## src/rtl/lsu_pkg.sv

```systemverilog
// Shared definitions for the byte-serial load/store unit: RV32I funct3 codes,
// FSM state enumeration and small decode helpers.
package lsu_pkg;

    localparam logic [2:0] F3_LB  = 3'b000;
    localparam logic [2:0] F3_LH  = 3'b001;
    localparam logic [2:0] F3_LW  = 3'b010;
    localparam logic [2:0] F3_LBU = 3'b100;
    localparam logic [2:0] F3_LHU = 3'b101;
    localparam logic [2:0] F3_SB  = 3'b000;
    localparam logic [2:0] F3_SH  = 3'b001;
    localparam logic [2:0] F3_SW  = 3'b010;

    typedef enum logic [2:0] {
        IDLE   = 3'd0,
        RD     = 3'd1,
        WR_SET = 3'd2,
        WR_REL = 3'd3,
        DONE   = 3'd4
    } lsu_state_e;

    // Index of the final byte of an access; only legal codes ever reach RD/WR.
    function automatic logic [1:0] lsu_last_idx(input logic [2:0] funct3);
        case (funct3[1:0])
            2'b00:   return 2'd0;
            2'b01:   return 2'd1;
            default: return 2'd3;
        endcase
    endfunction

    function automatic logic lsu_access_err(input logic we, input logic [2:0] funct3,
                                            input logic [1:0] addr_lo);
        logic bad_f3;
        logic misaligned;
        if (we) begin
            bad_f3 = !(funct3 == F3_SB || funct3 == F3_SH || funct3 == F3_SW);
        end else begin
            bad_f3 = !(funct3 == F3_LB || funct3 == F3_LH || funct3 == F3_LW ||
                       funct3 == F3_LBU || funct3 == F3_LHU);
        end
        misaligned = (funct3[1:0] == 2'b01 && addr_lo[0]) ||
                     (funct3[1:0] == 2'b10 && addr_lo != 2'b00);
        return bad_f3 || misaligned;
    endfunction

endpackage

```

## src/rtl/lsu_load_extend.sv

```systemverilog
// Combinational sign/zero extension of the assembled little-endian load data.
module lsu_load_extend
    import lsu_pkg::*;
(
    input  logic [31:0] raw,
    input  logic [2:0]  funct3,
    output logic [31:0] result
);

    always_comb begin
        result = 32'h0;
        case (funct3)
            F3_LB:   result = {{24{raw[7]}}, raw[7:0]};
            F3_LH:   result = {{16{raw[15]}}, raw[15:0]};
            F3_LW:   result = raw;
            F3_LBU:  result = {24'h0, raw[7:0]};
            F3_LHU:  result = {16'h0, raw[15:0]};
            default: result = 32'h0;
        endcase
    end

endmodule

```

## src/rtl/load_store_unit.sv

```systemverilog
// Load/store unit bridging 32-bit RV32I accesses onto a byte-wide memory,
// one byte per cycle for loads and a set/release pair of cycles per stored byte.
module load_store_unit
    import lsu_pkg::*;
(
    input  logic        clk,
    input  logic        rst,
    input  logic        req_valid,
    output logic        req_ready,
    input  logic        req_we,
    input  logic [2:0]  req_funct3,
    input  logic [31:0] req_addr,
    input  logic [31:0] req_wdata,
    output logic        resp_valid,
    output logic [31:0] resp_rdata,
    output logic        resp_err,
    output logic [31:0] mem_addr,
    input  logic [7:0]  mem_rdata,
    output logic [7:0]  mem_wdata,
    output logic        mem_we
);

    lsu_state_e  state_q, state_d;
    logic [1:0]  cnt_q, cnt_d;
    logic        we_q, we_d;
    logic [2:0]  funct3_q, funct3_d;
    logic [31:0] addr_q, addr_d;
    logic [31:0] wdata_q, wdata_d;
    logic [31:0] raw_q, raw_d;
    logic        err_q, err_d;
    logic        mem_we_q, mem_we_d;
    logic [31:0] ext_data;
    logic        wr_active;

    always_comb begin
        state_d  = state_q;
        cnt_d    = cnt_q;
        we_d     = we_q;
        funct3_d = funct3_q;
        addr_d   = addr_q;
        wdata_d  = wdata_q;
        raw_d    = raw_q;
        err_d    = err_q;
        case (state_q)
            IDLE: begin
                if (req_valid) begin
                    we_d     = req_we;
                    funct3_d = req_funct3;
                    addr_d   = req_addr;
                    wdata_d  = req_wdata;
                    raw_d    = 32'h0;
                    cnt_d    = 2'd0;
                    err_d    = lsu_access_err(req_we, req_funct3, req_addr[1:0]);
                    if (err_d)       state_d = DONE;
                    else if (req_we) state_d = WR_SET;
                    else             state_d = RD;
                end
            end
            RD: begin
                raw_d[{cnt_q, 3'b000} +: 8] = mem_rdata;
                if (cnt_q == lsu_last_idx(funct3_q)) state_d = DONE;
                else                                 cnt_d   = cnt_q + 2'd1;
            end
            WR_SET: state_d = WR_REL;
            WR_REL: begin
                if (cnt_q == lsu_last_idx(funct3_q)) begin
                    state_d = DONE;
                end else begin
                    cnt_d   = cnt_q + 2'd1;
                    state_d = WR_SET;
                end
            end
            DONE:    state_d = IDLE;
            default: state_d = IDLE;
        endcase
        // Strobe is a flop tracking WR_SET, so it drops for every WR_REL.
        mem_we_d = (state_d == WR_SET);
    end

    always_ff @(posedge clk) begin
        if (rst) begin
            state_q  <= IDLE;
            cnt_q    <= 2'd0;
            we_q     <= 1'b0;
            funct3_q <= 3'd0;
            addr_q   <= 32'h0;
            wdata_q  <= 32'h0;
            raw_q    <= 32'h0;
            err_q    <= 1'b0;
            mem_we_q <= 1'b0;
        end else begin
            state_q  <= state_d;
            cnt_q    <= cnt_d;
            we_q     <= we_d;
            funct3_q <= funct3_d;
            addr_q   <= addr_d;
            wdata_q  <= wdata_d;
            raw_q    <= raw_d;
            err_q    <= err_d;
            mem_we_q <= mem_we_d;
        end
    end

    lsu_load_extend u_extend (
        .raw    (raw_q),
        .funct3 (funct3_q),
        .result (ext_data)
    );

    assign wr_active  = (state_q == WR_SET) || (state_q == WR_REL);
    assign req_ready  = (state_q == IDLE) && !rst;
    assign resp_valid = (state_q == DONE);
    assign resp_err   = resp_valid && err_q;
    assign resp_rdata = (resp_valid && !err_q && !we_q) ? ext_data : 32'h0;
    assign mem_addr   = ((state_q == RD) || wr_active) ? addr_q + {30'h0, cnt_q} : addr_q;
    assign mem_wdata  = wr_active ? wdata_q[{cnt_q, 3'b000} +: 8] : 8'h00;
    assign mem_we     = mem_we_q;

endmodule
```

## config.mk

```make
export PLATFORM = sky130hd
export DESIGN_NAME = load_store_unit
export DESIGN_NICKNAME = d
export VERILOG_FILES = /design/src/rtl/lsu_pkg.sv /design/src/rtl/lsu_load_extend.sv /design/src/rtl/load_store_unit.sv
export SDC_FILE = /design/constraint.sdc
export NUM_CORES = 1
export LEC_CHECK = 0
export ABC_AREA = 1
export CORE_ASPECT_RATIO = 1.4
export CORE_MARGIN = 10
export CORE_UTILIZATION = 50
export DETAILED_ROUTE_END_ITERATION = 8
export GPL_TIMING_DRIVEN = 1
export PLACE_DENSITY = 0.77
export SYNTH_ARGS = -nofsm -noshare
export SYNTH_HDL_FRONTEND = slang
export SYNTH_HIERARCHICAL = 1
export SYNTH_SLANG_ARGS = --single-unit
```

## constraint.sdc

```tcl
create_clock -name clk -period 2.9 [get_ports clk]
set_input_delay 0.725 -clock clk [delete_from_list [all_inputs] [get_ports clk]]
set_output_delay 0.725 -clock clk [all_outputs]
set_load 0.005 [all_outputs]
```

==> run summary, run 1 <==
Worst min path class = register to register
Vias in the first global route = 6360
Dominant cell by count in the synthesized netlist = nor2_1
Worst Setup SP = cnt_q[0]
Critical path required time = 2170 ps
Worst slew margin = 60.2%
Period utilisation layout = 105%
IO Port Bufs = 154
Static leakage = 3.47 nW
Die Y = 152 µm
CP Class = register to primary output
Synth unique cells = 35
CTS Hold Buffers Added = 0
Total grt overflow = 0
Area of the core = 12300 µm²
Final ANT Viol Nets = 0
PD cells = 491 nW/µm²
Maximum VDD drop = 0.000338 V
GPL Wtd Cong = 0.933
Buffer and inverter count on the worst path = 5
Outcome = finished, violations left
Least-Margin Pin Slew = 597 ps
First-pass iteration count of the detailed router = 5
Worst-path fanout max = 4
Ys async rst share = 0%
Ys flop type = dfxtp_1
Post-synth top area share = 34.5%
1st-iter DRT viols = 372
Number of synthesized flops with an enable pin = 0
RSZ-0062 raised after global routing = true
Final setup fails = 9
Max_cap viols = 0
Top Family by Delay on Critical Path = simple AND/OR/NAND/NOR gates
Stages on worst setup path = 13
CTS Sinks = 107
Clock tree buffer depth = 2
Pre-CTS setup slack = -180 ps
Overall global routing resource usage = 20.6%
Synthesized Nets = 1061
Post-Syn Area per Cell = 6.38 µm²
Nets = 1235
Via/cell ratio = 5.11
R2R Setup Slk = 520 ps
Final Max Slew Viols = 0
Final Hold Viols = 0
First-pass GRT wire length = 30300 µm
Post-synth top area cell = dfxtp_1
Drt drc = 0
IO Pins = 155
Tmin final = 3050 ps
Initial antenna violation count = 1
End of the critical path = mem_addr[24]
Post-synthesis cell count = 974
Via count of the routed design = 6657
Cell Area, Synth = 6220 µm²
Min-delay src = raw_q[14]
Share of cells above drive strength 1 = 14.1%
TritonCTS Buffers = 9
Reg2Reg Depth = 9
Initial Util = 50.7%
Synth top cells by count = 255 x nor2_1, 184 x nand2_1, 107 x dfxtp_1, 97 x o21ai_0, 79 x inv_1
Yosys reg bits = 107
Sequential area share after synthesis = 34.5%
Crit path cell chain = ha_4 -> inv_4 -> fa_2 -> nor2_1 -> buf_4 -> nand2_4 -> nor2_4 -> buf_6 -> nand2_4 -> o21bai_1 -> nand2_1 -> inv_1 -> clkbuf_2
Reg2Reg Launch Point = cnt_q[0]
Clock slew at reported path FFs = 80 ps
Setup WS post-layout = -147 ps
Warnings, synthesis = 6
Final wirelength = 18600 µm
Pin count of the biggest net entering global routing = 70
Worst Skew = 10.1 ps
Area of the die = 17400 µm²
CP peak stage delay = 360 ps
R2R Path End = raw_q[11]
Critical path's most frequent cell = nand2_4
Routed wire per std cell = 14.3 µm
Die Wd = 114 µm
Slowest CP cell = dfxtp_2
Placed wire-length estimate = 13800 µm
H-tree levels = 3
Skew-Pair Late Insertion Delay = 350 ps
FMAX = 328 MHz
Failing checks = setup timing
Top cells by area, synth = dfxtp_1 34%, nor2_1 15%, nand2_1 11%
Placement Cell Area = 7970 µm²
Worst setup EP type = primary output
Worst path arrival time = 2320 ps
Cell Rows = 48
Area grow syn2layout = 37.3%
Startpoint types = register
CTS root buf = clkbuf_16
CTS tree = built
Design area = 8540 µm²
## flip-flops by register name, summed over array words and instances, names as in the netlist
name,cells
wdata_q,32
addr_q,32
cnt_q,2
err_q,1
state_q,3
we_q,1
mem_we,1
raw_q,32
funct3_q,3
## layout make-up
type / instances / area [µm²]
Fill cell: 1071 / 3720
Multi-Input combinational cell: 735 / 3670
Sequential cell: 107 / 2150
Timing Repair Buffer: 210 / 1910
Inverter: 85 / 327
Clock buffer: 10 / 229
Tap cell: 150 / 188
Clock inverter: 6 / 61.3
Antenna cell: 1 / 2.50
## cell families (layout without fill, tap and decap cells)
group	after synthesis	after routing	share of synthesized area [%]
and+or+nand+nor	539	539	37.8
adders and majority gates	8	8	1.73
xor gates and xnor gates	21	21	2.96
other	0	1	0
AOI/OAI and AO/OA	167	167	13.9
DFF	107	107	34.5
buffers and inverters	132	311	9.10
## per-stage QoR
stage | cells | total power, mW | util (%) | hold slack (ps) | TNS, ps
final | 1304 | 4.19 | 69.7 | 463 | -737
after floorplan | 974 | 2.49 | - | 436 | 0
after detailed placement | 1264 | 3.02 | 65.1 | 452 | -1450
after global routing | 1304 | 4.44 | 69.7 | 482 | -2080
after CTS | 1295 | 4.19 | 68.7 | 464 | -896
after global placement | 1264 | 3.01 | 65.1 | 446 | -819
## tightest hold or removal path: cells and delay by family, from the launching register on
kind,cells,cell delay (ps)
flops,1,310
compound gates,1,50
simple gates,1,60
## timing repair
action,4_1_cts,5_1_grt
setup endpoints to repair,39,52
gates resized for setup,107,33
pin swaps,21,20
setup buffers,16,12
gates cloned,0,0
## cell usage in the layout (no fill, tap or decap), types with 6 or more instances in the layout
master / instances
dfxtp_1: 102
buf_2: 13
nand4_1: 16
clkbuf_2: 6
nor2_4: 11
nor2_2: 8
nor2_1: 246
clkbuf_16: 9
clkdlybuf4s50_1: 125
o21ai_0: 94
buf_6: 7
buf_4: 47
nand3_1: 47
nand3_2: 11
dlygate4sd2_1: 8
a21oi_1: 61
inv_1: 77
a21oi_2: 6
xor2_1: 11
xnor2_1: 8
nand2_1: 177
## report_power, final
part           total (mW)  leakage, nW  internal (mW)  switching (mW)
combinational        1.23         2.45          0.513           0.713
clock                1.19        0.138          0.603           0.591
sequential           1.77        0.881           1.63           0.142
## worst min-delay path by stage
stage                     end  slack (ps)  depth (start not counted)
floorplan           raw_q[10]         440                          2
global placement     raw_q[8]         450                          2
detailed placement  raw_q[13]         450                          2
CTS                 raw_q[14]         460                          2
global route        raw_q[20]         480                          2
finish              raw_q[14]         460                          2
## per-layer routing
| metal | up-vias | share of wire, % | global-route usage, % |
|---|---|---|---|
| met4 | 0 | 3.3 | 9.04 |
| met1 | 2965 | 39 | 22.8 |
| met5 | - | 0 | 0 |
| met3 | 43 | 5.2 | 4.37 |
| li1 | 3444 | - | - |
| met2 | 205 | 52 | 36.5 |
(Power assumes the default switching activity.)
==> run 2: changes to the inputs <==
CORE_ASPECT_RATIO = unset   (was 1.4)
==> run 2 against run 1 <==
  * The flow still finishes with violations (setup timing)
  * Design area rose by 1.1%
  * Maximum frequency grew 0.48%
  * Critical endpoint is now mem_addr[10]
  * Via count grew 0.86%
  * Register-to-register slack hardly changed
  * Die area decreased by 0.36%
  * Sequential share of layout area fell by 0.19 points
  * Routed wire length grew 2.9%
  * Combinational power about the same
  * Highest routed layer unchanged
  * Largest cell class unchanged
  * Clock-buffer cell count decreased by 1
  * Setup slack better by 14 ps
  * Cell count grew 1.2%
==> run summary, run 2 (synthesis results as in run 1) <==
Worst setup EP type = primary output
Area of the core = 12100 µm² (-1.1%)
Switching part of the total = 33.4% (-1.1 points)
Setup WS post-layout = -132 ps (+14.4 ps)
IO Pins = 155 (unchanged)
Crit path cell chain = ha_4 -> inv_4 -> fa_2 -> nor2_4 -> nand2_4 -> nor2_4 -> buf_6 -> buf_6 -> buf_6 -> xor2_2 -> buf_2
Share of cells above drive strength 1 = 14.4% (+0.24 points)
Failing checks = setup timing
Pin count of the biggest net entering global routing = 64 (-8.6%)
Commonest non-fill, non-tap cell in the layout = nor2_1
Final setup fails = 10 (+1)
Slowest CP cell = fa_2
Die Y = 132 µm (-13%)
IO Port Bufs = 154 (unchanged)
Max_cap viols = 0 (unchanged)
Total grt overflow = 0 (unchanged)
Startpoint types = register
Worst-path fanout max = 3 (-1)
Final hold slack = 463 ps (-0.500 ps)
Critical path's most frequent cell = buf_6
1st-iter DRT viols = 422 (+13%)
Final wirelength = 19100 µm (+2.9%)
Largest regs = addr_q (32), raw_q (32), wdata_q (32)
Nets = 1231 (-0.32%)
Via count of the routed design = 6714 (+0.86%)
Period utilisation layout = 105% (-0.50 points)
Worst path arrival time = 2310 ps (about the same)
Clock slew at reported path FFs = 70 ps (about the same)
Final Hold Viols = 0 (unchanged)
CTS Hold Buffers Added = 0 (unchanged)
PD cells = 505 nW/µm² (+2.9%)
Initial antenna violation count = 3 (+2)
Clk pwr share = 31.1% (+2.6 points)
Least-Margin Pin Slew = 627 ps (+29.9 ps)
Area grow syn2layout = 38.8%
Placed wire-length estimate = 13500 µm (-1.8%)
Logic pwr share = 27.8% (-1.5 points)
Area of the die = 17300 µm² (-0.36%)
Most frequent cells in the layout = 246 x nor2_1, 175 x nand2_1, 124 x clkdlybuf4s50_1, 98 x dfxtp_1, 94 x o21ai_0
Static leakage = 3.51 nW (+1.2%)
Critical path required time = 2170 ps (about the same)
Routed wire per std cell = 14.5 µm (+1.7%)
Worst slew margin = 58.2% (-2.0 points)
Initial Util = 51.3% (+0.59 points)
Vias in the first global route = 6054 (-4.8%)
Maximum VDD drop = 0.000401 V (+19%)
First-pass GRT wire length = 30200 µm (-0.32%)
Overall global routing resource usage = 20.6% (about the same)
Final Max Slew Viols = 0 (unchanged)
Design area = 8630 µm² (+1.1%)
Buffer and inverter count on the worst path = 5 (unchanged)
Die Wd = 132 µm (+15%)
Via/cell ratio = 5.09 (-0.29%)
H-tree levels = 3 (unchanged)
CP Class = register to primary output
FMAX = 330 MHz (+0.48%)
Worst min path class = register to register
Net switching power = 1.46 mW (+0.69%)
Placement Cell Area = 7950 µm² (-0.25%)
Tmin final = 3030 ps (-14.4 ps)
Cell Int Power = 2.90 mW (+5.9%)
CTS root buf = clkbuf_16
Skew-Pair Late Insertion Delay = 360 ps (about the same)
Clock tree buffer depth = 2 (unchanged)
CTS Sinks = 107 (unchanged)
Seq pwr share = 41.1% (-1.1 points)
GPL Wtd Cong = 0.896 (-4.0%)
Worst Skew = 5.90 ps (-4.21 ps)
TritonCTS Buffers = 9 (unchanged)
Cell Rows = 40 (-17%)
Outcome = finished, violations left
First-pass iteration count of the detailed router = 5 (unchanged)
RSZ-0062 raised after global routing = true
CTS tree = built
Drt drc = 0 (unchanged)
CP peak stage delay = 370 ps (about the same)
Final ANT Viol Nets = 0 (unchanged)
Layout fillers = 1044 (-2.5%)
Top Family by Delay on Critical Path = adder cells
[run 2: cell types whose count changed in the layout (fill, tap and decap cells not counted), moves of 3 or more]
cell and delta:
dfxtp_1 -4, buf_4 -9, buf_6 +4, clkbuf_2 -4, nand2_4 +3, dfxtp_2 +3
[run 2: final timing paths]
kind / startpoint / endpoint / slack, ps / cells past startpoint
max reg2reg: cnt_q[0] / raw_q[28] / 510 / 9
max: cnt_q[0] / mem_addr[10] / -130 / 11
min reg2reg: raw_q[12] / raw_q[12] / 460 / 2
min: raw_q[12] / raw_q[12] / 460 / 2
[run 2: power by group through the flow]
stage | logic [mW] | registers [mW] | clock network (mW)
floorplan | 0.732 | 1.76 | 0
global placement | 1.18 | 1.81 | 0
detailed placement | 1.20 | 1.81 | 0
CTS | 1.17 | 1.78 | 1.37
global route | 1.35 | 1.81 | 1.42
finish | 1.21 | 1.79 | 1.36
[run 2: worst reg2reg max path, delay by kind of cell (launching register included)]
| kind | cells | cell delay [ps] |
|---|---|---|
| AOI/OAI and AO/OA | 1 | 190 |
| adders and majority gates | 1 | 310 |
| buffers and inverters | 4 | 1080 |
| DFF | 1 | 360 |
| and+or+nand+nor | 3 | 390 |
[run 2: cell type report]
class                   instances  area (µm²)  share of cell area, %
multi-input cells             736        3700                   42.9
flip-flops and latches        107        2160                   25.0
repair buffers                205        1900                   22.0
inverters                      85         332                   3.84
clock buffers                   9         225                   2.61
well taps                     168         210                   2.44
clock inverters                 6        97.6                   1.13
diodes                          3        7.51                 0.0870
[run 2: routing by layer]
layer | global-route usage, % | up-vias | wire length (µm)
met5 | 0 | - | 0
met1 | 26.0 | 3036 | 8510
met4 | 5.50 | 0 | 370
met3 | 6.52 | 28 | 1350
met2 | 33.2 | 208 | 8900
li1 | - | 3442 | -
[run 2: what timing repair did]
item                                    CTS  global route
resized for setup                       114            43
pin swaps                                15            22
gates cloned                              0             1
setup buffers                            14            10
endpoints found under the setup margin   41            63
[run 2: per-stage QoR]
stage	power [mW]	worst slack, ps	cells	util, %	setup TNS, ps
after floorplan	2.49	200	974	-	0
after global placement	2.98	-131	1278	65.7	-978
after detailed placement	3.01	-192	1278	65.7	-1720
after global routing	4.59	-218	1319	71.3	-2150
final	4.36	-132	1319	71.3	-749
after CTS	4.32	-155	1307	69.4	-687
==> run 3: changes to the inputs <==
--- a/config.mk
+++ b/config.mk
@@ -13,2 +13,3 @@
 export PLACE_DENSITY = 0.77
+export SLEW_MARGIN = 25
 export SYNTH_ARGS = -nofsm -noshare
==> constraint.sdc (replaced) <==
create_clock -name clk -period 2.9 [get_ports clk]
set_input_delay 0.87 -clock clk [delete_from_list [all_inputs] [get_ports clk]]
set_output_delay 0.87 -clock clk [all_outputs]
set_load 0.005 [all_outputs]
==> run 3 against run 2 <==
  * The flow still finishes with violations (setup timing)
  * Largest power group unchanged
  * Power is 1.7% higher
  * Hold slack better by 1.3 ps
  * Utilization is 1.3 points higher
  * Routed wire length is 4.1% higher
  * Critical path depth is 2 higher
  * First-iteration DRC count is 24% higher
  * Non-clock buffer count is 13 higher
  * Global-route usage is 0.80 points higher
==> run summary, run 3 (synthesis results as in run 1) <==
Period utilisation layout = 106% (+1.8 points)
Routed wire per std cell = 14.9 µm (+2.8%)
TritonCTS Buffers = 9 (unchanged)
Clock slew at reported path FFs = 70 ps (about the same)
First-pass iteration count of the detailed router = 7 (+2)
Max_cap viols = 0 (unchanged)
Area grow syn2layout = 41.4%
Failing checks = setup timing
Utilization after layout = 72.6% (+1.3 points)
Worst setup EP type = primary output
Largest regs = addr_q (32), raw_q (32), wdata_q (32)
IO Pins = 155 (unchanged)
CTS Sinks = 107 (unchanged)
Design area = 8790 µm² (+1.9%)
Drt drc = 0 (unchanged)
Nets = 1244 (+1.1%)
Top Family by Delay on Critical Path = adder cells
Placement Cell Area = 8040 µm² (+1.1%)
Skew-Pair Late Insertion Delay = 350 ps (about the same)
Worst slew margin = 53.6% (-4.6 points)
Tmin final = 3090 ps (+53.0 ps)
Pin count of the biggest net entering global routing = 80 (+25%)
Total grt overflow = 0 (unchanged)
IO Port Bufs = 154 (unchanged)
Critical path required time = 2030 ps (-140 ps)
Static leakage = 3.85 nW (+9.8%)
Worst path arrival time = 2220 ps (-90 ps)
Share of cells above drive strength 1 = 16.4% (+2.1 points)
Die Wd = 132 µm (unchanged)
CTS Hold Buffers Added = 0 (unchanged)
Least-Margin Pin Slew = 696 ps (+68.8 ps)
Most frequent cells in the layout = 245 x nor2_1, 173 x nand2_1, 99 x dfxtp_1, 91 x o21ai_0, 91 x clkdlybuf4s50_1
Final Max Slew Viols = 0 (unchanged)
Overall global routing resource usage = 21.4% (+0.80 points)
Layout fillers = 1038 (-0.57%)
Clock tree buffer depth = 2 (unchanged)
Pre-CTS setup slack = -320 ps (-128 ps)
Initial antenna violation count = 5 (+2)
Vias in the first global route = 6290 (+3.9%)
Setup tns final = -1490 ps (-745 ps)
RSZ-0062 raised after global routing = true
PD cells = 505 nW/µm² (-0.11%)
Critical path's most frequent cell = nor2_4
Worst Skew = 3.42 ps (-2.48 ps)
Commonest non-fill, non-tap cell in the layout = nor2_1
Outcome = finished, violations left
Area of the die = 17300 µm² (unchanged)
Buffer and inverter count on the worst path = 6 (+1)
CTS root buf = clkbuf_16
Placed wire-length estimate = 13600 µm (+0.28%)
1st-iter DRT viols = 525 (+24%)
Worst-path fanout max = 6 (+3)
Final ANT Viol Nets = 0 (unchanged)
GPL Wtd Cong = 0.900 (+0.42%)
Via count of the routed design = 6872 (+2.4%)
H-tree levels = 3 (unchanged)
Multi-input gate area = 3710 µm² (+0.27%)
Setup WS post-layout = -185 ps (-53.0 ps)
CP Class = register to primary output
Initial Util = 51.3% (unchanged)
Worst min path class = register to register
CTS tree = built
Register area = 2150 µm² (-0.17%)
Cell Rows = 40 (unchanged)
Via/cell ratio = 5.15 (+1.1%)
Maximum VDD drop = 0.000373 V (-7.0%)
Startpoint types = register
Final setup fails = 15 (+5)
Die Y = 132 µm (unchanged)
Area of the core = 12100 µm² (unchanged)
Crit path cell chain = ha_4 -> inv_4 -> fa_2 -> nor2_4 -> nand2_4 -> nor2_4 -> buf_12 -> buf_6 -> buf_4 -> nand4_1 -> nand2_1 -> inv_1 -> buf_2
Slowest CP cell = dfxtp_2
Final wirelength = 19900 µm (+4.1%)
Final Hold Viols = 0 (unchanged)
CP peak stage delay = 360 ps (about the same)
First-pass GRT wire length = 31500 µm (+4.3%)
FMAX = 324 MHz (-1.7%)
[run 3: final cells by class]
type                       instances  area share, %
antenna                            5          0.142
inverter                          85           3.69
sequential                       107           24.5
timing repair buffer             218           23.3
clock inverter                     6           1.08
tap                              168           2.39
clock buffer                      10           2.72
multi-input combinational        736           42.2
[run 3: path summary, 6_finish.rpt]
kind | startpoint | to | slack (ps) | depth (start not counted)
max | cnt_q[0] | mem_addr[24] | -190 | 13
min | raw_q[12] | raw_q[12] | 460 | 2
max reg2reg | cnt_q[0] | raw_q[28] | 650 | 9
min reg2reg | raw_q[12] | raw_q[12] | 460 | 2
[run 3: routing by layer]
metal	routed length [µm]	track usage, %
met2	9370	34.2
met5	0	0
met3	1340	5.75
met1	8610	26.7
met4	591	9.02
[run 3: what timing repair did]
item                                    CTS  global route
pin swaps                                29            25
resized for setup                       170            58
buffers inserted                         17            11
hold endpoints to repair                  0             0
endpoints found under the setup margin   71            42
cloned                                    3             0
[run 3: worst register-to-register path, cell delays in order, from the launching register on]
cell,delay (ps)
dfxtp_2,360
buf_6,220
clkinv_1,120
buf_4,190
ha_1,310
inv_1,370
nand2_1,90
nor2_1,200
nand2_1,100
a21oi_1,200
[run 3: report_power, final]
part           switching (mW)  leakage [nW]  internal [mW]
clock                   0.585         0.164          0.793
sequential              0.151         0.882           1.63
combinational           0.729          2.81          0.550
total                    1.47          3.85           2.97
[run 3: stage by stage]
step                instances  hold WS (ps)  power (mW)
floorplan                 974           436        2.49
global placement         1288           445        3.01
detailed placement       1288           452        3.03
CTS                      1324           464        4.42
global route             1335           480        4.66
finish                   1335           464        4.44
